$ cat src/rtl/bru_pkg.sv
// rtl/bru_pkg.sv - branch unit encodings, predictor counter type and update function
//
// Purpose: shared definitions for the branch resolution unit and its
//          branch history table.
// Contents:
//   BR_* : 5-bit brOp encodings produced by the control unit
//   ctr_e : 2-bit saturating predictor counter (SNT/WNT/WT/ST)
//   ctr_next : next counter state for a resolved outcome

package bru_pkg;

  localparam logic [4:0] BR_NONE = 5'b00000;
  localparam logic [4:0] BR_EQ   = 5'b01000;
  localparam logic [4:0] BR_NE   = 5'b01001;
  localparam logic [4:0] BR_LT   = 5'b01100;
  localparam logic [4:0] BR_GE   = 5'b01101;
  localparam logic [4:0] BR_LTU  = 5'b01110;
  localparam logic [4:0] BR_GEU  = 5'b01111;
  localparam logic [4:0] BR_JMP  = 5'b10000;

  typedef enum logic [1:0] {
    SNT = 2'b00,
    WNT = 2'b01,
    WT  = 2'b10,
    ST  = 2'b11
  } ctr_e;

  // Saturating step toward the resolved direction.
  function automatic ctr_e ctr_next(input ctr_e cur, input logic taken);
    ctr_e nxt;
    nxt = cur;
    if (taken) begin
      if (cur != ST) nxt = ctr_e'(cur + 2'd1);
    end else begin
      if (cur != SNT) nxt = ctr_e'(cur - 2'd1);
    end
    return nxt;
  endfunction

endpackage

$ cat src/rtl/bru_bht_if.sv
// rtl/bru_bht_if.sv - request/result/lookup bundle for the branch unit
//
// Purpose: groups the resolution request, registered result, prediction
//          lookup and statistics signals of bru_bht.
// Signals:
//   valid_i, pc_i, ru_rs1, ru_rs2, brOp, pred_i : resolution request
//   lookup_pc_i / pred_taken_o                  : fetch-side prediction lookup
//   valid_o, NextPCSrc, mispredict_o            : registered result
//   br_count_o, mispred_count_o                 : statistics
// Modports: master = pipeline side, slave = bru_bht.

interface bru_bht_if #(
  parameter int XLEN   = 32,
  parameter int STAT_W = 32
);

  logic              valid_i;
  logic [XLEN-1:0]   pc_i;
  logic [XLEN-1:0]   ru_rs1;
  logic [XLEN-1:0]   ru_rs2;
  logic [4:0]        brOp;
  logic              pred_i;
  logic [XLEN-1:0]   lookup_pc_i;
  logic              pred_taken_o;
  logic              valid_o;
  logic              NextPCSrc;
  logic              mispredict_o;
  logic [STAT_W-1:0] br_count_o;
  logic [STAT_W-1:0] mispred_count_o;

  modport master (
    output valid_i, pc_i, ru_rs1, ru_rs2, brOp, pred_i, lookup_pc_i,
    input  pred_taken_o, valid_o, NextPCSrc, mispredict_o, br_count_o, mispred_count_o
  );

  modport slave (
    input  valid_i, pc_i, ru_rs1, ru_rs2, brOp, pred_i, lookup_pc_i,
    output pred_taken_o, valid_o, NextPCSrc, mispredict_o, br_count_o, mispred_count_o
  );

endinterface

$ cat src/rtl/bru_cmp.sv
// rtl/bru_cmp.sv - combinational branch-taken decode
//
// Purpose: decides whether a branch/jump is taken from brOp and operands.
// Ports:
//   rs1, rs2 : XLEN-bit operands
//   br_op    : 5-bit branch operation
//   taken    : resolved taken flag

module bru_cmp
  import bru_pkg::*;
#(
  parameter int XLEN = 32
) (
  input  logic [XLEN-1:0] rs1,
  input  logic [XLEN-1:0] rs2,
  input  logic [4:0]      br_op,
  output logic            taken
);

  always_comb begin
    taken = 1'b0;
    if (br_op[4]) begin
      // any 1xxxx encoding is an unconditional jump
      taken = 1'b1;
    end else begin
      case (br_op)
        BR_EQ:   taken = (rs1 == rs2);
        BR_NE:   taken = (rs1 != rs2);
        BR_LT:   taken = ($signed(rs1) <  $signed(rs2));
        BR_GE:   taken = ($signed(rs1) >= $signed(rs2));
        BR_LTU:  taken = (rs1 <  rs2);
        BR_GEU:  taken = (rs1 >= rs2);
        default: taken = 1'b0;
      endcase
    end
  end

endmodule

$ cat src/rtl/bru_bht.sv
// rtl/bru_bht.sv - branch resolution unit with 2-bit bimodal history table
//
// Purpose: resolves branches with one cycle latency, flags mispredictions,
//          trains a table of 2-bit counters on conditional branches and
//          serves combinational predictions to fetch.
// Ports:
//   clk : clock, rising edge
//   rst : synchronous active-high reset
//   bus : bru_bht_if.slave (request, result, lookup, statistics)

module bru_bht
  import bru_pkg::*;
#(
  parameter int XLEN        = 32,
  parameter int BHT_ENTRIES = 16,
  parameter int STAT_W      = 32
) (
  input logic     clk,
  input logic     rst,
  bru_bht_if.slave bus
);

  localparam int IDX_W = $clog2(BHT_ENTRIES);

  // Flip-flop array so reset can bring every counter to WNT.
  ctr_e tbl [BHT_ENTRIES];

  logic              taken;
  logic              is_cond;
  logic [IDX_W-1:0]  upd_idx;
  logic [IDX_W-1:0]  lk_idx;
  ctr_e              lk_ctr;

  logic              valid_q;
  logic              npc_q;
  logic              mis_q;
  logic [STAT_W-1:0] br_cnt_q;
  logic [STAT_W-1:0] mis_cnt_q;

  // Word-aligned PC bits above the byte offset select the entry.
  assign upd_idx = bus.pc_i[IDX_W+1:2];
  assign lk_idx  = bus.lookup_pc_i[IDX_W+1:2];
  assign is_cond = (bus.brOp[4:3] == 2'b01);

  bru_cmp #(.XLEN(XLEN)) u_cmp (
    .rs1   (bus.ru_rs1),
    .rs2   (bus.ru_rs2),
    .br_op (bus.brOp),
    .taken (taken)
  );

  // Lookup reads the registered table: a same-cycle update is not visible.
  assign lk_ctr           = tbl[lk_idx];
  assign bus.pred_taken_o = lk_ctr[1];

  always_ff @(posedge clk) begin
    if (rst) begin
      for (int i = 0; i < BHT_ENTRIES; i++) tbl[i] <= WNT;
      valid_q   <= 1'b0;
      npc_q     <= 1'b0;
      mis_q     <= 1'b0;
      br_cnt_q  <= '0;
      mis_cnt_q <= '0;
    end else begin
      valid_q <= bus.valid_i;
      mis_q   <= bus.valid_i && (taken != bus.pred_i);
      if (bus.valid_i) begin
        npc_q <= taken;
        if (is_cond) begin
          tbl[upd_idx] <= ctr_next(tbl[upd_idx], taken);
          if (br_cnt_q != '1) br_cnt_q <= br_cnt_q + STAT_W'(1);
        end
        if ((taken != bus.pred_i) && (mis_cnt_q != '1)) begin
          mis_cnt_q <= mis_cnt_q + STAT_W'(1);
        end
      end
    end
  end

  assign bus.valid_o         = valid_q;
  assign bus.NextPCSrc       = npc_q;
  assign bus.mispredict_o    = mis_q;
  assign bus.br_count_o      = br_cnt_q;
  assign bus.mispred_count_o = mis_cnt_q;

  // PC bits outside the index field do not affect the table.
  logic unused_pc_bits;
  assign unused_pc_bits = ^{bus.pc_i[XLEN-1:IDX_W+2], bus.pc_i[1:0],
                            bus.lookup_pc_i[XLEN-1:IDX_W+2], bus.lookup_pc_i[1:0]};

endmodule

$ cat src/flat_wrapper.sv
// flat-port wrapper written by rule: the top's interface ports become plain ports
module bru_bht_flat import bru_pkg::*;
#(
  parameter int XLEN        = 32,
  parameter int BHT_ENTRIES = 16,
  parameter int STAT_W      = 32
)
  (clk, rst, bus_valid_i, bus_pc_i, bus_ru_rs1, bus_ru_rs2, bus_brOp, bus_pred_i, bus_lookup_pc_i, bus_pred_taken_o, bus_valid_o, bus_NextPCSrc, bus_mispredict_o, bus_br_count_o, bus_mispred_count_o);
  bru_bht_if #(.XLEN(XLEN), .STAT_W(STAT_W)) bus_i ();
  input logic clk;
  input logic rst;
  input wire logic [$bits(bus_i.valid_i)-1:0] bus_valid_i;
  input wire logic [$bits(bus_i.pc_i)-1:0] bus_pc_i;
  input wire logic [$bits(bus_i.ru_rs1)-1:0] bus_ru_rs1;
  input wire logic [$bits(bus_i.ru_rs2)-1:0] bus_ru_rs2;
  input wire logic [$bits(bus_i.brOp)-1:0] bus_brOp;
  input wire logic [$bits(bus_i.pred_i)-1:0] bus_pred_i;
  input wire logic [$bits(bus_i.lookup_pc_i)-1:0] bus_lookup_pc_i;
  output wire logic [$bits(bus_i.pred_taken_o)-1:0] bus_pred_taken_o;
  output wire logic [$bits(bus_i.valid_o)-1:0] bus_valid_o;
  output wire logic [$bits(bus_i.NextPCSrc)-1:0] bus_NextPCSrc;
  output wire logic [$bits(bus_i.mispredict_o)-1:0] bus_mispredict_o;
  output wire logic [$bits(bus_i.br_count_o)-1:0] bus_br_count_o;
  output wire logic [$bits(bus_i.mispred_count_o)-1:0] bus_mispred_count_o;
  assign bus_i.valid_i = bus_valid_i;
  assign bus_i.pc_i = bus_pc_i;
  assign bus_i.ru_rs1 = bus_ru_rs1;
  assign bus_i.ru_rs2 = bus_ru_rs2;
  assign bus_i.brOp = bus_brOp;
  assign bus_i.pred_i = bus_pred_i;
  assign bus_i.lookup_pc_i = bus_lookup_pc_i;
  assign bus_pred_taken_o = bus_i.pred_taken_o;
  assign bus_valid_o = bus_i.valid_o;
  assign bus_NextPCSrc = bus_i.NextPCSrc;
  assign bus_mispredict_o = bus_i.mispredict_o;
  assign bus_br_count_o = bus_i.br_count_o;
  assign bus_mispred_count_o = bus_i.mispred_count_o;
  bru_bht #(.XLEN(XLEN), .BHT_ENTRIES(BHT_ENTRIES), .STAT_W(STAT_W)) u_core (.clk(clk), .rst(rst), .bus(bus_i));
endmodule
$ cat config.mk
export PLATFORM = sky130hd
export DESIGN_NAME = bru_bht_flat
export DESIGN_NICKNAME = d
export VERILOG_FILES = /design/src/rtl/bru_pkg.sv /design/src/rtl/bru_bht_if.sv /design/src/rtl/bru_cmp.sv /design/src/rtl/bru_bht.sv /design/src/flat_wrapper.sv
export SDC_FILE = /design/constraint.sdc
export NUM_CORES = 1
export LEC_CHECK = 0
export CAP_MARGIN = 20
export CORE_MARGIN = 2
export CORE_UTILIZATION = 28
export CTS_BUF_LIST = sky130_fd_sc_hd__clkbuf_2
export DETAILED_ROUTE_END_ITERATION = 6
export PLACE_DENSITY = 0.53
export RECOVER_POWER = 50
export SYNTH_ARGS = -nofsm -noshare
export SYNTH_HDL_FRONTEND = slang
export SYNTH_HIERARCHICAL = 1
export SYNTH_SLANG_ARGS = --single-unit
$ cat constraint.sdc
create_clock -name clk -period 4.35 [get_ports clk]
set_input_delay 0.435 -clock clk [delete_from_list [all_inputs] [get_ports clk]]
set_output_delay 0.435 -clock clk [all_outputs]
set_load 0.005 [all_outputs]
==> flow_summary_export.csv <==
group,metric,value,unit
global_route,met2_usage,0.2526,
clocking,cts.htree.levels,3,
global_route,top_usage_layer,"met2",
worst_setup_path,timing.rr.end,"u_core/bus.br_count_o[13]$_SDFFE_PP0P_",
floorplanning,ios,205,
floorplanning,core.rowCount,55,
floorplanning,start_util,0.2856,
floorplanning,design.core.area,22710,sq um
global_route,grt_pass1_wl,28.79,mm
floorplanning,die-area,24400,sq um
global_route,grt_overflow,0,
global_route,antenna_found_initial,2,
timing,skew,37.33,ps
clocking,tritoncts,"built",
placed_design,placed_area,8203,sq um
timing,rsz0062_at_grt,"false",
power,ir_worst_vdd,0.08762,mV
clocking,holdBufCountCts,0,
synth,synth.most_common_cell,"dfxtp_1",
detailed_routing,drtIter0Drc,307,
floorplanning,die_x,156.2,microns
synth,yosysSeqAreaShare,0.3549,
timing,layout_setup_ws,670.3,ps
synth,async_flop_share,0,
finish,post-route-util,0.3639,
global_route,use_met3,0.02750,
clocking,ctsRootBufferMaster,"clkbuf_2",
timing,period_needed,3680,ps
worst_setup_path,cp-start-kind,"input port",
worst_setup_path,crit_end,"u_core/bus.mispred_count_o[23]$_SDFFE_PP0P_",
placed_design,gp_congestion,0.7866,
worst_setup_path,worstSetupPathType,"in -> reg",
worst_setup_path,path_cells,"clkdlybuf4s50_1, inv_1, ha_1, nand4_1, or4_1, or2_0, o221ai_1, or4b_1, nand4b_1, xor2_1, and2_1, nand2_1, or4_1, a21oi_1",
worst_setup_path,cp_slowest_cell,"or4_1",
worst_setup_path,crit_path_start,"bus_ru_rs2[27]",
detailed_routing,drc_errors,0,
worst_setup_path,crit_fanout,10,
detailed_routing,wire_per_inst,15.59,microns
synth,synth_flop_cell,"dfxtp_1",
global_route,first_global_vias,5605,
placed_design,pre_cts_ws,-100.6,ps
finish,drive_above_1_share,0.1127,
timing,hold_viol_final,0,
synth,synth_area_leader_cell,"dfxtp_1",
synth,netlist_area,6486,sq um
global_route,grt_max_degree,95,
global_route,grtUsageTotal,0.1478,
worst_hold_path,hold_class,"reg -> reg",
timing,min_period_over_period,0.8459,
synth,synthesis.nets,851,
synth,synth_cells,680,
worst_setup_path,cp_top_family,"simple AND/OR/NAND/NOR gates",
worst_hold_path,hold_depth,2,
finish,syn_to_final_growth,27.41,%
timing,max_freq,271.8,MHz
power,powerDensity,203.9,nW/um^2
worst_setup_path,cp-end-kind,"flip-flop",
synth,ys_top_cells_by_count,"67 x dfxtp_1, 51 x nor2_1, 47 x inv_1",
synth,synth-seq-cells,99,
worst_setup_path,worstSetupPathDepth,14,
timing,tightest_slew,1989,ps
placed_design,hpwl,12.91,mm
worst_setup_path,crit_top_cell,"or4_1",
synth,synth.area.top_cells,"dfxtp_1 21%, edfxtp_1 15%, ha_1 6.6%",
worst_setup_path,r2r-start,"u_core/bus.br_count_o[12]$_SDFFE_PP0P_",
timing,relSlewSlack,-0.3262,
worst_setup_path,worst_ep_arrival_time,4250,ps
clocking,cts_buffers,9,
detailed_routing,vias,5559,
clocking,cts-resized-gates,0,
synth,synth-edff-count,32,
clocking,clkTransAtPathRegs,320,ps
timing,whs,524.7,ps
detailed_routing,postRouteWirelength,17.33,mm
status,status,"complete, but fails checks",
floorplanning,die_h,156.2,microns
detailed_routing,viasPerCell,4.999,
worst_setup_path,slowest_delay,610,ps
synth,synth_cell_types,76,
clocking,clock_latency,630,ps
worst_setup_path,ff2ff_path_depth,5,
clocking,clk_path_buf_depth,2,
clocking,cts_setup_buffers,0,
finish,final_area,8264,sq um
timing,slew_viol_final,95,
synth,synth_top_area_share,0.2068,
detailed_routing,ant_nets,0,
timing,final-setup-viol-count,0,
flow_run,drv_cap,1,
worst_setup_path,worst-r2r-setup-slack,1500,ps
status,violations,"max-capacitance violations, max-slew violations",
worst_setup_path,worst_ep_required_time,4920,ps
synth,ys_warn_count,6,
placed_design,portBuffers,148,
synth,synth.avg_cell_area,9.539,sq um
clocking,cts_sinks,99,
power,cellLeakagePower,2.947,nW
worst_setup_path,critPathBufInv,2,
finish,finalNetCount,991,
global_route,use_met1,0.1901,
detailed_routing,firstDrtPassIters,4,
stage by stage:
step / std cells / setup TNS [ps] / power, mW
2_1_floorplan: 680 / 0 / 1.149
3_3_place_gp: 1094 / -9.357 / 1.275
3_5_place_dp: 1094 / -139.7 / 1.277
4_1_cts: 1110 / 0 / 1.717
5_1_grt: 1111 / 0 / 1.784
6_report: 1112 / 0 / 1.685
worst min-delay path: stages (launching register included):
cell	delay [ps]
dfxtp_1	410
o31ai_1	70
a21oi_1	50
worst min-delay path by stage:
stage                                           startpoint                                     endpoint  slack, ps
4_1_cts                                                rst              u_core/tbl[13][1]$_SDFFCE_PN0P_        450
5_1_grt                                                rst              u_core/tbl[13][1]$_SDFFCE_PN0P_        530
3_5_place_dp             u_core/bus.NextPCSrc$_SDFFE_PP0P_            u_core/bus.NextPCSrc$_SDFFE_PP0P_        500
3_3_place_gp             u_core/bus.NextPCSrc$_SDFFE_PP0P_            u_core/bus.NextPCSrc$_SDFFE_PP0P_        480
2_1_floorplan       u_core/bus.br_count_o[23]$_SDFFE_PP0P_       u_core/bus.br_count_o[23]$_SDFFE_PP0P_        480
6_report       u_core/bus.mispred_count_o[23]$_SDFFE_PP0P_  u_core/bus.mispred_count_o[23]$_SDFFE_PP0P_        520
cell families (layout without fill, tap and decap cells):
family,Yosys count,in the layout,share of synthesized area
other cells,0,2,0
xor+xnor,16,16,0.02160
flops,99,99,0.3549
mux,25,25,0.06906
buf+inv,82,227,0.06366
compound gates,119,119,0.1314
fa+ha+maj,36,36,0.06983
simple gates,303,303,0.2895
sequential cells by signal (all words and copies together) (netlist names):
register,flops
u_core/bus.valid_o,1
u_core/tbl,32
u_core/bus.mispredict_o,1
u_core/bus.NextPCSrc,1
u_core/bus.mispred_count_o,32
u_core/bus.br_count_o,32
layout make-up:
class                   instances  area, sq um
inverters                      47        176.4
fillers                      2347        14450
diodes                          2        5.005
clock buffers                   9        45.04
flip-flops and latches         99         2302
clock inverters                 7        52.55
well taps                     285        356.6
repair buffers                164         1593
multi-input cells             499         3734
placed cells by master, fill, tap and decap left out, types with 11 or more instances in the layout:
master           Yosys  routed
dfxtp_1             67      67
nand2_1             43      43
or4_1               16      16
ha_1                34      34
nor2b_1             11      11
nor2_1              51      51
nand3_1             43      43
edfxtp_1            32      32
nor2_4              11      11
mux4_2              11      11
nand2b_1            15      15
dlygate4sd3_1        0      54
or3_1               19      19
o31ai_1             15      15
buf_4                7      15
nand4_1             19      20
a21oi_1             45      45
clkdlybuf4s50_1      0      93
o21ai_0             13      13
inv_1               47      48
report_power, final:
part	switching, mW	total, mW	internal (mW)
Combinational	0.138	0.283	0.145
Sequential	0.00659	0.972	0.965
Clock	0.348	0.430	0.0815
metal layers:
| layer | up-vias | part of all wire | wire length (microns) |
|---|---|---|---|
| met5 | - | 0 | 0 |
| met4 | 0 | 0.014 | 238 |
| met3 | 18 | 0.036 | 627 |
| met2 | 87 | 0.48 | 8267 |
| met1 | 2646 | 0.47 | 8197 |
| li1 | 2808 | - | - |
Note: power is estimated with default switching activity, not from simulation.
